===== config.mk =====
export PLATFORM = sky130hd
export DESIGN_NAME = ram_arbiter
export DESIGN_NICKNAME = d
export VERILOG_FILES = /design/src/rtl/ram_arbiter.sv
export SDC_FILE = /design/constraint.sdc
export NUM_CORES = 1
export LEC_CHECK = 0
export CORE_AREA = 4 4 112 114
export CTS_CLUSTER_SIZE = 8
export DETAILED_ROUTE_END_ITERATION = 7
export DIE_AREA = 0 0 116 118
export PLACE_DENSITY = 0.69
export SETUP_SLACK_MARGIN = 0.3
export SYNTH_ARGS = -nofsm -noshare
export SYNTH_HDL_FRONTEND = slang
export SYNTH_SLANG_ARGS = --single-unit

===== constraint.sdc =====
create_clock -name clock -period 4.7 [get_ports clock]
set_input_delay 0.705 -clock clock [delete_from_list [all_inputs] [get_ports clock]]
set_output_delay 0.705 -clock clock [all_outputs]
set_load 0.05 [all_outputs]

===== src/rtl/ram_arbiter.sv =====
// Round-robin arbiter that shares the single-port card-list RAM among NUM_REQ requesters.
// The owner keeps the RAM until it drops req; a hold watchdog forces release and locks it out.
module ram_arbiter #(
  parameter int unsigned NUM_REQ  = 4,
  parameter int unsigned ADDR_W   = 10,
  parameter int unsigned DATA_W   = 32,
  parameter int unsigned MAX_HOLD = 256
) (
  input  logic                       clock,
  input  logic                       resetn,
  input  logic [NUM_REQ-1:0]         req,
  input  logic [NUM_REQ*ADDR_W-1:0]  req_address,
  input  logic [NUM_REQ*DATA_W-1:0]  req_data,
  input  logic [NUM_REQ-1:0]         req_wren,
  output logic [NUM_REQ-1:0]         grant,
  output logic [NUM_REQ-1:0]         rd_valid,
  output logic [DATA_W-1:0]          rd_data,
  output logic                       timeout,
  output logic                       busy,
  output logic [ADDR_W-1:0]          ram_address,
  output logic [DATA_W-1:0]          ram_data,
  output logic                       ram_wren,
  input  logic [DATA_W-1:0]          ram_q
);

  localparam int unsigned IDX_W  = (NUM_REQ > 1) ? $clog2(NUM_REQ) : 1;
  localparam int unsigned HOLD_W = $clog2(MAX_HOLD) + 1;
  localparam logic [HOLD_W-1:0] HOLD_LAST = HOLD_W'(MAX_HOLD - 1);
  localparam logic [HOLD_W-1:0] HOLD_SAT  = '1;

  typedef enum logic {IDLE = 1'b0, OWNED = 1'b1} state_t;

  state_t             state;
  logic [IDX_W-1:0]   owner;
  logic [IDX_W-1:0]   last_owner;
  logic [HOLD_W-1:0]  hold_count;
  logic [NUM_REQ-1:0] lockout;

  logic [NUM_REQ-1:0] eligible;
  logic [NUM_REQ-1:0] lockout_next;
  logic               found;
  logic [IDX_W-1:0]   winner;
  logic [31:0]        cand;
  logic               force_release;

  assign eligible      = req & ~lockout;
  assign force_release = (state == OWNED) && req[owner] && (hold_count == HOLD_LAST);
  // Lockout clears once the requester lets go; a forced release locks the current owner.
  assign lockout_next  = (lockout & req) | (force_release ? grant : '0);
  assign rd_data       = ram_q;

  // Round-robin search starting just after the previous owner.
  always_comb begin
    found  = 1'b0;
    winner = '0;
    cand   = '0;
    for (int k = 1; k <= int'(NUM_REQ); k++) begin
      cand = (32'(last_owner) + 32'(k)) % NUM_REQ;
      if (!found && eligible[cand[IDX_W-1:0]]) begin
        found  = 1'b1;
        winner = cand[IDX_W-1:0];
      end
    end
  end

  // Grant-gated RAM mux; grant resets asynchronously so ram_wren drops with resetn.
  always_comb begin
    ram_address = '0;
    ram_data    = '0;
    ram_wren    = 1'b0;
    for (int i = 0; i < int'(NUM_REQ); i++) begin
      if (grant[i]) begin
        ram_address = ram_address | req_address[i*ADDR_W +: ADDR_W];
        ram_data    = ram_data | req_data[i*DATA_W +: DATA_W];
        ram_wren    = ram_wren | req_wren[i];
      end
    end
  end

  always_ff @(posedge clock or negedge resetn) begin
    if (!resetn) begin
      state      <= IDLE;
      grant      <= '0;
      owner      <= '0;
      last_owner <= IDX_W'(NUM_REQ - 1);
      hold_count <= '0;
      lockout    <= '0;
      rd_valid   <= '0;
      timeout    <= 1'b0;
      busy       <= 1'b0;
    end else begin
      timeout  <= 1'b0;
      rd_valid <= grant & req & ~req_wren;
      lockout  <= lockout_next;
      case (state)
        IDLE: begin
          if (found) begin
            grant      <= NUM_REQ'(1) << winner;
            owner      <= winner;
            last_owner <= winner;
            hold_count <= '0;
            state      <= OWNED;
            busy       <= 1'b1;
          end
        end
        OWNED: begin
          if (hold_count != HOLD_SAT) begin
            hold_count <= hold_count + HOLD_W'(1);
          end
          if (!req[owner] || force_release) begin
            grant <= '0;
            state <= IDLE;
            busy  <= 1'b0;
          end
          if (force_release) begin
            timeout <= 1'b1;
          end
        end
        default: begin
          grant <= '0;
          state <= IDLE;
          busy  <= 1'b0;
        end
      endcase
    end
  end

endmodule


==> metrics <==
min-delay src busy; first-pass GRT wire length 17700 um; DP Wirelength 10000 um; Post-CTS Setup Bufs 0; DR vias/cell 4.97; Vias 3113; Reg-to-Reg Start lockout[3]; Routed met1 length 4410 um; cts repair resizes 0; Net Switching 1.80 mW; core area 0.0114 sq mm; TritonRoute pass-1 iters 4; Internal 1.36 mW; Synth Warn # 0; final clock period utilization by the worst path 0.695; synthesis-to-layout area growth 92.4%; Worst VDD drop 0.468 mV; worst hold path class reg2reg; H-tree Lvls 1; Synth Cell Area 0.00247 sq mm; syn avg cell area 8.26 sq um; largest net degree at the start of global routing 48; pwr/cell area 665 mW/mm^2; min cycle time layout 3270 ps; number of synthesized register bits 28; post-synthesis cell count 299; Clock power frac 0.080; asr flop ratio synth 1.00; fin worst setup slack 1430 ps; via count of the first global-routing pass 3174; Setup crit start grant[2]; relative slew slack 0.398; # rows 39; switching power share of the total 0.569; CP startpoint kind flop; Hold Fails Final Rpt 0; placed inst area 0.00465 sq mm; post-route cell area 0.00475 sq mm; Fin Clk Skew 8.62 ps; leakage 1.93 nW; Worst-path clk slew 70 ps; Routed WL per cell 19.5 um; critical path type reg2out; Die X 116 um; status complete, no violations; pre-CTS setup slack 1710 ps; layout cells sized above 1 0.0373; max-slew violation count 0; Num CTS Buffers 3; die area 0.0137 sq mm; total wire length 12200 um; antenna viol nets, final 0; clk buf depth 2; Gate power share 0.766; EDFF count, synth 0; Max Cap Viol 0; Top Layer Used met5; Reg power frac 0.154; met3 wire len 1610 um; clk_lat worst skew 270 ps; DR DRC count 0; Finish-stage setup viols 0; Ant. Diodes 0; most frequent cells in the layout clkdlybuf4s50_1 (230), a22oi_1 (86), nand2_1 (54); Initial Utilization 0.216; CTS sink count 28; CTS tree yes; Yosys cell types 41; initial antenna violation count 6; Total GRT Usage 0.164; CP Data Arrival Time 2560 ps; DR WL met2 5940 um; Fin Setup TNS 0 ps; GP Congestion 0.921; worst-margin pin slew 904 ps; RSZ-0062 raised after global routing no; Chip Height 118 um; PortBufs 230; number of I/O pins 295; number of nets in the layout 697; FMAX 306 MHz; Seq/Total Area, Yosys 0.285; CP max FO 29; Detailed Route Iter0 Violations 278; syn_nets 512; Worst EP required 3990 ps; Primary FF master, synth dfrtp_1; cts hold-fix bufs 0; CTS root buf clkbuf_16; total gr overflow 0; Setup crit end kind primary output; most common cell after layout, fill and taps aside clkdlybuf4s50_1
-- per-layer routing --
layer,global-route usage,up-vias
met4,0.0377,12
met3,0.0802,35
met1,0.180,1438
met5,0,-
li1,-,1459
met2,0.281,169
-- synth_stat cells (2+ instances only) --
cell | count | area share
buf_4 | 32 | 0.097
mux2_4 | 2 | 0.012
nand2b_1 | 5 | 0.013
nor2_1 | 10 | 0.015
nor2b_1 | 5 | 0.013
a22o_1 | 11 | 0.039
nand4_1 | 3 | 0.0076
dfrtp_1 | 26 | 0.26
o21ai_0 | 4 | 0.0081
dfstp_2 | 2 | 0.021
clkbuf_1 | 13 | 0.020
ha_1 | 3 | 0.015
buf_6 | 2 | 0.0091
a22oi_1 | 86 | 0.26
xor2_1 | 4 | 0.014
nand2_1 | 54 | 0.082
buf_1 | 7 | 0.011
xnor2_1 | 3 | 0.011
inv_1 | 4 | 0.0061
and3_1 | 2 | 0.0051
-- critical path, stage by stage (launching register included) --
cell and delay [ps]:
dfrtp_1 770, buf_4 430, a22oi_1 180, nand2_1 100
clkdlybuf4s50_1 800
-- worst paths after layout --
path / to / cells after the start / slack [ps]
setup / recovery: ram_data[22] / 4 / 1430
hold / removal: busy / 1 / 500
min in group asynchronous: timeout / 2 / 810
max in group asynchronous: last_owner[0] / 2 / 3590
hold reg to reg: busy / 1 / 500
setup reg to reg: owner[0] / 4 / 2700
-- metrics by stage --
step	cells	power, mW	hold slack [ps]	util
global placement	622	2.91	466	0.407
detailed placement	622	2.93	487	0.407
CTS	626	3.19	507	0.416
finish	626	3.16	502	0.416
global route	626	3.32	517	0.416
floorplan	299	2.11	409	-
-- state kept, by name (all words and copies together) (netlist names) --
| signal | count |
|---|---|
| last_owner | 2 |
| timeout | 1 |
| owner | 2 |
| busy | 1 |
| lockout | 4 |
| grant | 4 |
| rd_valid | 4 |
| hold_count | 9 |
| state | 1 |
-- logic make-up after synthesis --
logic type | Yosys count | share of synthesized area
AND/OR/NAND/NOR | 85 | 0.155
buffers and inverters | 59 | 0.145
XOR/XNOR | 7 | 0.0248
adder cells (fa/ha/maj) | 3 | 0.0152
multiplexers | 3 | 0.0213
AO/OA/AOI/OAI | 114 | 0.354
flip-flops | 28 | 0.285
-- layout make-up --
cell class | instances | area (sq um)
clock buffers | 3 | 75.1
clock inverters | 1 | 30.0
fillers | 1128 | 6670
inverters | 4 | 15.0
multi-input cells | 212 | 1410
flip-flops and latches | 28 | 704
well taps | 143 | 179
repair buffers | 235 | 2340
-- power by group through the flow --
stage | sequential (mW) | clock (mW) | combinational, mW
after global placement | 0.482 | 0 | 2.43
after detailed placement | 0.493 | 0 | 2.44
after global routing | 0.510 | 0.267 | 2.55
after CTS | 0.489 | 0.257 | 2.44
after floorplan | 0.434 | 0 | 1.67
final | 0.486 | 0.254 | 2.42
No activity file was read; power rests on OpenSTA's default activity.
